### src/rtl/sb_rr_arb_if.sv
// Bus bundle for the round-robin data-memory arbiter.
// "slave" is the arbiter's view: it serves the masters and drives the memory port.
// "master" is the environment's view: requesters plus the word-wide memory.
interface sb_rr_arb_if #(
    parameter int N_MASTERS = 2,
    parameter int AW        = 32
);
    logic [N_MASTERS-1:0]    m_req;
    logic [N_MASTERS-1:0]    m_we;
    logic [N_MASTERS-1:0]    m_un_sign;
    logic [4*N_MASTERS-1:0]  m_byte_mask;
    logic [AW*N_MASTERS-1:0] m_addr;
    logic [32*N_MASTERS-1:0] m_wdata;
    logic [N_MASTERS-1:0]    m_ack_o;
    logic                    m_err_o;
    logic [31:0]             m_rdata_o;
    logic                    s_rw_o;
    logic [AW-1:0]           s_addr_o;
    logic [31:0]             s_wdata_o;
    logic [31:0]             s_rdata;

    modport slave (
        input  m_req, m_we, m_un_sign, m_byte_mask, m_addr, m_wdata, s_rdata,
        output m_ack_o, m_err_o, m_rdata_o, s_rw_o, s_addr_o, s_wdata_o
    );

    modport master (
        output m_req, m_we, m_un_sign, m_byte_mask, m_addr, m_wdata, s_rdata,
        input  m_ack_o, m_err_o, m_rdata_o, s_rw_o, s_addr_o, s_wdata_o
    );
endinterface

### src/rtl/sb_rr_arb.sv
// Round-robin arbiter of N masters onto one word-wide synchronous-read memory.
// Sub-word reads are lane-extracted and extended; sub-word writes become
// read-modify-write. The memory only ever sees full-word accesses.
module sb_rr_arb #(
    parameter int N_MASTERS = 2,
    parameter int AW        = 32
) (
    input  logic       clk,
    input  logic       rst,
    sb_rr_arb_if.slave bus
);
    localparam int PW = (N_MASTERS > 1) ? $clog2(N_MASTERS) : 1;

    typedef enum logic [1:0] {IDLE, RD_ADDR, RD_DATA, WR} state_t;

    state_t        state_reg, state_next;
    // Last winner; also serves as the round-robin pointer while in IDLE.
    logic [PW-1:0] gidx_reg;
    logic          we_reg, un_sign_reg, err_reg;
    logic [3:0]    mask_reg;
    logic [AW-3:0] waddr_reg;
    logic [31:0]   wdata_reg, merge_reg, rdata_reg;

    logic [3:0]    mask_arr  [N_MASTERS];
    logic [AW-3:0] waddr_arr [N_MASTERS];
    logic [31:0]   wdata_arr [N_MASTERS];

    logic          grant_valid;
    logic [PW-1:0] grant_idx;
    int            scan_idx;
    logic [3:0]    grant_mask_raw, grant_mask;
    logic          grant_legal;

    logic          ack_pulse, s_rw, capture_en;
    logic [4:0]    lane_shift;
    logic [31:0]   lane_bits, rd_shifted, rd_ext, wr_shifted, merge_next;

    function automatic logic mask_legal(input logic [3:0] m);
        case (m)
            4'b0001, 4'b0010, 4'b0100, 4'b1000,
            4'b0011, 4'b1100, 4'b1111: return 1'b1;
            default:                   return 1'b0;
        endcase
    endfunction

    // Unpack the flattened per-master buses and fan the ack out one-hot.
    genvar gi;
    generate
        for (gi = 0; gi < N_MASTERS; gi++) begin : g_port
            assign mask_arr[gi]    = bus.m_byte_mask[4*gi +: 4];
            assign waddr_arr[gi]   = bus.m_addr[AW*gi+2 +: AW-2];
            assign wdata_arr[gi]   = bus.m_wdata[32*gi +: 32];
            assign bus.m_ack_o[gi] = ack_pulse && (gidx_reg == PW'(gi));
        end
    endgenerate

    // Round-robin pick: first request scanning upward from the last winner + 1.
    always_comb begin
        grant_valid = 1'b0;
        grant_idx   = '0;
        scan_idx    = 0;
        for (int i = 1; i <= N_MASTERS; i++) begin
            scan_idx = int'(gidx_reg) + i;
            if (scan_idx >= N_MASTERS) begin
                scan_idx = scan_idx - N_MASTERS;
            end
            if (!grant_valid && bus.m_req[PW'(scan_idx)]) begin
                grant_valid = 1'b1;
                grant_idx   = PW'(scan_idx);
            end
        end
        grant_mask_raw = mask_arr[grant_idx];
        grant_legal    = mask_legal(grant_mask_raw);
        // An illegal mask is carried out as a full-word access.
        grant_mask     = grant_legal ? grant_mask_raw : 4'b1111;
    end

    // Lane alignment, read extension and write merge for the latched access.
    always_comb begin
        case (mask_reg)
            4'b0010:          lane_shift = 5'd8;
            4'b0100, 4'b1100: lane_shift = 5'd16;
            4'b1000:          lane_shift = 5'd24;
            default:          lane_shift = 5'd0;
        endcase
        lane_bits  = {{8{mask_reg[3]}}, {8{mask_reg[2]}}, {8{mask_reg[1]}}, {8{mask_reg[0]}}};
        rd_shifted = bus.s_rdata >> lane_shift;
        case (mask_reg)
            4'b0011, 4'b1100: rd_ext = {{16{rd_shifted[15] & ~un_sign_reg}}, rd_shifted[15:0]};
            4'b1111:          rd_ext = rd_shifted;
            default:          rd_ext = {{24{rd_shifted[7] & ~un_sign_reg}}, rd_shifted[7:0]};
        endcase
        wr_shifted = wdata_reg << lane_shift;
        merge_next = (bus.s_rdata & ~lane_bits) | (wr_shifted & lane_bits);
    end

    // Next-state and strobe decode; reset suppresses ack and slave write.
    always_comb begin
        state_next = state_reg;
        ack_pulse  = 1'b0;
        s_rw       = 1'b0;
        capture_en = 1'b0;
        case (state_reg)
            IDLE: begin
                if (grant_valid) begin
                    if (bus.m_we[grant_idx] && grant_mask == 4'b1111) begin
                        state_next = WR;
                    end else begin
                        state_next = RD_ADDR;
                    end
                end
            end
            RD_ADDR: state_next = RD_DATA;
            RD_DATA: begin
                capture_en = 1'b1;
                ack_pulse  = !we_reg && !rst;
                state_next = we_reg ? WR : IDLE;
            end
            WR: begin
                ack_pulse  = !rst;
                s_rw       = !rst;
                state_next = IDLE;
            end
            default: state_next = IDLE;
        endcase
    end

    // State register.
    always_ff @(posedge clk) begin
        if (rst) begin
            state_reg <= IDLE;
        end else begin
            state_reg <= state_next;
        end
    end

    // Grant latch and read/merge capture.
    always_ff @(posedge clk) begin
        if (rst) begin
            gidx_reg    <= PW'(N_MASTERS - 1);
            we_reg      <= 1'b0;
            un_sign_reg <= 1'b0;
            err_reg     <= 1'b0;
            mask_reg    <= 4'b1111;
            waddr_reg   <= '0;
            wdata_reg   <= '0;
            merge_reg   <= '0;
            rdata_reg   <= '0;
        end else begin
            if (state_reg == IDLE && grant_valid) begin
                gidx_reg    <= grant_idx;
                we_reg      <= bus.m_we[grant_idx];
                un_sign_reg <= bus.m_un_sign[grant_idx];
                err_reg     <= !grant_legal;
                mask_reg    <= grant_mask;
                waddr_reg   <= waddr_arr[grant_idx];
                wdata_reg   <= wdata_arr[grant_idx];
            end
            if (capture_en) begin
                if (we_reg) begin
                    merge_reg <= merge_next;
                end else begin
                    rdata_reg <= rd_ext;
                end
            end
        end
    end

    assign bus.m_err_o   = ack_pulse && err_reg;
    // Read data is live in the ack cycle and held afterwards.
    assign bus.m_rdata_o = (state_reg == RD_DATA && !we_reg) ? rd_ext : rdata_reg;
    assign bus.s_rw_o    = s_rw;
    assign bus.s_addr_o  = (state_reg == IDLE) ? '0 : {waddr_reg, 2'b00};
    assign bus.s_wdata_o = (state_reg != WR)     ? '0 :
                           (mask_reg == 4'b1111) ? wdata_reg : merge_reg;
endmodule

### src/flat_wrapper.sv
// flat-port wrapper written by rule: the top's interface ports become plain ports
module sb_rr_arb_flat 
#(
    parameter int N_MASTERS = 2,
    parameter int AW        = 32
)
  (clk, rst, bus_m_req, bus_m_we, bus_m_un_sign, bus_m_byte_mask, bus_m_addr, bus_m_wdata, bus_s_rdata, bus_m_ack_o, bus_m_err_o, bus_m_rdata_o, bus_s_rw_o, bus_s_addr_o, bus_s_wdata_o);
  sb_rr_arb_if #(.N_MASTERS(N_MASTERS), .AW(AW)) bus_i ();
  input  logic clk;
  input  logic rst;
  input wire logic [$bits(bus_i.m_req)-1:0] bus_m_req;
  input wire logic [$bits(bus_i.m_we)-1:0] bus_m_we;
  input wire logic [$bits(bus_i.m_un_sign)-1:0] bus_m_un_sign;
  input wire logic [$bits(bus_i.m_byte_mask)-1:0] bus_m_byte_mask;
  input wire logic [$bits(bus_i.m_addr)-1:0] bus_m_addr;
  input wire logic [$bits(bus_i.m_wdata)-1:0] bus_m_wdata;
  input wire logic [$bits(bus_i.s_rdata)-1:0] bus_s_rdata;
  output wire logic [$bits(bus_i.m_ack_o)-1:0] bus_m_ack_o;
  output wire logic [$bits(bus_i.m_err_o)-1:0] bus_m_err_o;
  output wire logic [$bits(bus_i.m_rdata_o)-1:0] bus_m_rdata_o;
  output wire logic [$bits(bus_i.s_rw_o)-1:0] bus_s_rw_o;
  output wire logic [$bits(bus_i.s_addr_o)-1:0] bus_s_addr_o;
  output wire logic [$bits(bus_i.s_wdata_o)-1:0] bus_s_wdata_o;
  assign bus_i.m_req = bus_m_req;
  assign bus_i.m_we = bus_m_we;
  assign bus_i.m_un_sign = bus_m_un_sign;
  assign bus_i.m_byte_mask = bus_m_byte_mask;
  assign bus_i.m_addr = bus_m_addr;
  assign bus_i.m_wdata = bus_m_wdata;
  assign bus_i.s_rdata = bus_s_rdata;
  assign bus_m_ack_o = bus_i.m_ack_o;
  assign bus_m_err_o = bus_i.m_err_o;
  assign bus_m_rdata_o = bus_i.m_rdata_o;
  assign bus_s_rw_o = bus_i.s_rw_o;
  assign bus_s_addr_o = bus_i.s_addr_o;
  assign bus_s_wdata_o = bus_i.s_wdata_o;
  sb_rr_arb #(.N_MASTERS(N_MASTERS), .AW(AW)) u_core (.clk(clk), .rst(rst), .bus(bus_i));
endmodule
### config.mk
export PLATFORM = sky130hd
export DESIGN_NAME = sb_rr_arb_flat
export DESIGN_NICKNAME = d
export VERILOG_FILES = /design/src/rtl/sb_rr_arb_if.sv /design/src/rtl/sb_rr_arb.sv /design/src/flat_wrapper.sv
export SDC_FILE = /design/constraint.sdc
export NUM_CORES = 1
export LEC_CHECK = 0
export CAP_MARGIN = 0
export CORE_MARGIN = 5
export CORE_UTILIZATION = 25
export CTS_CLUSTER_DIAMETER = 40
export DETAILED_ROUTE_END_ITERATION = 7
export GPL_TIMING_DRIVEN = 0
export HOLD_SLACK_MARGIN = 0.12
export PLACE_DENSITY = 0.51
export SYNTH_ARGS = -nofsm -noshare
export SYNTH_HDL_FRONTEND = slang
export SYNTH_SLANG_ARGS = --single-unit
### constraint.sdc
create_clock -name clk -period 6.6 [get_ports clk]
set_clock_uncertainty 0.2 [all_clocks]
set_input_delay 1.32 -clock clk [delete_from_list [all_inputs] [get_ports clk]]
set_output_delay 1.32 -clock clk [all_outputs]
set_load 0.03 [all_outputs]
==> flow_summary.toml <==
[yosys]
synth-edff-count = 0
synth_top_area_frac = 0.362
yosys.area.top_type = "dfxtp_1"
ys_seq_elements = 136
dominantRegCellSynth = "dfxtp_1"
synth_compound_area_frac = 0.306
synthSimpleGateAreaFrac = 0.220
ys_async_sr_fraction = 0
synth_fa_ha_area_frac = 0
muxShareOfSynthArea = 0.0475
synth_area_um2 = 7530
yosys_warnings = 0
avgSynthCellArea_um2 = 7.77
synthCells = 969
synth_top_family_by_area = "compound AO/OA/AOI/OAI gates"
seq_area_frac_synth = 0.362
synth_xor_area_frac = 0.00565
yosysUniqueCellTypes = 54
synthTopCellsByArea = "dfxtp_1 (36%), a21oi_1 (9.6%), nand2_1 (9.2%)"

[final_layout]
drive_gt1_frac = 0.0741
design_area_um2 = 11300
syn2layout_area_growth_pct = 50.0
fill_cells = 3088
nNetsFinal = 1432
register_area_um2 = 2720
multi_input_area_um2 = 4360
final_cells = 1659

[critical_path]
reg2reg_from = "u_core.state_reg[1]"
rr_worst_depth = 6
r2r_end = "u_core.wdata_reg[15]"
cp.required_ns = 5.08
cp-end-kind = "primary output"
cp-endpoint = "bus_m_rdata_o[17]"
reg2reg_slack_ns = 3.72
critPathLaunch = "bus_s_rdata[31]"
cp_data_arrival_time_ns = 4.02
cp_max_fo = 10
critical_path_class = "in2out"
start_kind = "primary input"

[global_routing]
grtUsageTotal = 0.196
grt_pass1_vias = 8540
antenna_found_initial = 2
grt-ovfl-total = 0
grt_pass1_wl_um = 50800
grt_max_degree = 17

[clocking]
cts_setup_buffers = 0
cts.repair.resized = 0
htree_levels = 4
cts_tree = "yes"
cts_max_path_buffers = 2
clkTransAtPathRegs_ns = 0.05
numCtsBuffers = 17
clkLatencyLatePin_ns = 0.43
cts_hold_buf = 0
cts.sinks = 136
root_buffer = "clkbuf_16"

[drt]
drt-pass1-iter-count = 7
drt-initial-drc-count = 551
ant_nets = 0
wire_per_inst_um = 20.6
dr_total_vias = 8376
routed_via_density = 5.05
routed_wl_um = 34100
drc_errors = 0

[placed_design]
placedCellCount = 1627
globalplace.congestion = 0.905
hpwl_um = 27200
placed_area_um2 = 10700
portBuffers = 267

[min_path]
min_path_type = "reg2reg"

[timing]
tightest_slew_ns = 0.849
max_clock_freq_mhz = 180
fin_crit_ns = 5.54
report.final.hold_viol_count = 0
relSlewSlack = 0.434
rsz0062_at_grt = "false"
tns_ns = 0
fin_crit_sh = 0.840
setup_viol = 0
slew_viol_final = 0

[job]
drv_cap = 0

[outcome]
status = "finished clean"

[floorplanning]
start_util = 0.253
die_y_um = 184
coreArea_um2 = 29700
ioPinCount = 276
row_count = 63
die_w_um = 184
dieArea_um2 = 33700

[power]
leakage_nw = 3.87
ir_drop_mv = 0.159
powerDensity_nw_per_um2 = 238
power_w = 0.00269
==> cell usage in the layout (no fill, tap or decap), types with 3 or more instances in the layout <==
cell type / netlist / layout
nor3_1: 11 / 11
nand2_1: 185 / 185
nand3_1: 11 / 11
mux2_1: 3 / 3
clkinv_2: 0 / 4
o221a_2: 8 / 8
o2bb2ai_1: 8 / 8
a211o_1: 8 / 8
nor2_1: 69 / 69
and2_1: 11 / 11
buf_2: 7 / 7
bufinv_16: 0 / 3
a21oi_1: 144 / 144
o21ai_0: 13 / 13
nand2b_1: 3 / 3
a221o_1: 7 / 7
a211oi_1: 39 / 39
inv_1: 10 / 10
clkbuf_16: 0 / 17
buf_1: 9 / 9
a22oi_1: 9 / 9
mux2_2: 7 / 7
and3_1: 12 / 12
o221ai_1: 63 / 63
xnor2_1: 3 / 3
mux2_4: 5 / 5
dfxtp_1: 136 / 136
nor2b_1: 42 / 42
a31oi_1: 8 / 8
clkdlybuf4s50_1: 0 / 267
clkbuf_1: 68 / 69
buf_4: 8 / 8
a211oi_2: 14 / 14
mux2i_1: 17 / 17
==> power by group <==
group	total, W	leakage [nW]	internal, W	switching, W
clock network	0.000987	0.289	0.000601	0.000385
registers	0.000932	1.11	0.000884	0.0000474
logic	0.000772	2.47	0.000305	0.000468
==> kinds of logic (layout without fill, tap and decap cells) <==
kind of cell / count (synthesis) / after routing
AO/OA/AOI/OAI: 330 / 330
XOR/XNOR: 4 / 4
buffers and inverters: 104 / 402
flip-flops: 136 / 136
multiplexers: 32 / 32
other: 1 / 3
AND/OR/NAND/NOR: 362 / 362
==> worst min path at each step <==
stage,endpoint,startpoint,cells after the start
after floorplan,u_core.waddr_reg[0],u_core.waddr_reg[0],2
after global placement,u_core.waddr_reg[2],u_core.waddr_reg[2],2
after detailed placement,u_core.waddr_reg[14],u_core.waddr_reg[14],2
after CTS,u_core.waddr_reg[14],u_core.waddr_reg[14],2
after global routing,u_core.waddr_reg[21],u_core.waddr_reg[21],2
final,u_core.waddr_reg[14],u_core.waddr_reg[14],2
==> worst max-delay path, cell delays in order <==
cell and delay, ns:
clkdlybuf4s50_1 0.58, or3b_2 0.52, a21oi_2 0.22, nor4b_4 0.09, nor3_4 0.28, buf_2 0.28, a21oi_1 0.11, clkdlybuf4s50_1 0.61
==> cells in the mapped netlist (10+ instances only) <==
cell,number
and3_1,12
nor2_1,69
o21ai_0,13
o221ai_1,63
nor3_1,11
a211oi_1,39
clkbuf_1,68
and2_1,11
dfxtp_1,136
nand3_1,11
inv_1,10
nand2_1,185
a211oi_2,14
a21oi_1,144
mux2i_1,17
nor2b_1,42
==> area by class of cell <==
type / instances / share of cell area
Timing Repair Buffer: 267 / 0.237
Clock inverter: 12 / 0.0134
Inverter: 10 / 0.00333
Clock buffer: 19 / 0.0392
Antenna cell: 1 / 0.000222
Sequential cell: 136 / 0.241
Tap cell: 390 / 0.0432
Buffer: 94 / 0.0360
Multi-Input combinational cell: 730 / 0.387
==> stage by stage <==
step | util | setup WS [ns] | hold WS, ns
final | 0.380 | 1.06 | 0.246
after global routing | 0.380 | 0.936 | 0.264
after CTS | 0.380 | 1.07 | 0.246
after detailed placement | 0.360 | 1.08 | 0.240
after global placement | 0.360 | 1.06 | 0.233
after floorplan | - | 2.37 | 0.227
==> metal layers <==
layer,GRT usage,up-vias,wire (um)
met4,0.0513,2,608
met5,0,-,13
li1,-,4076,-
met3,0.0645,39,3050
met1,0.245,3916,14700
met2,0.325,343,15700
Power figures use the tool's default switching activity.
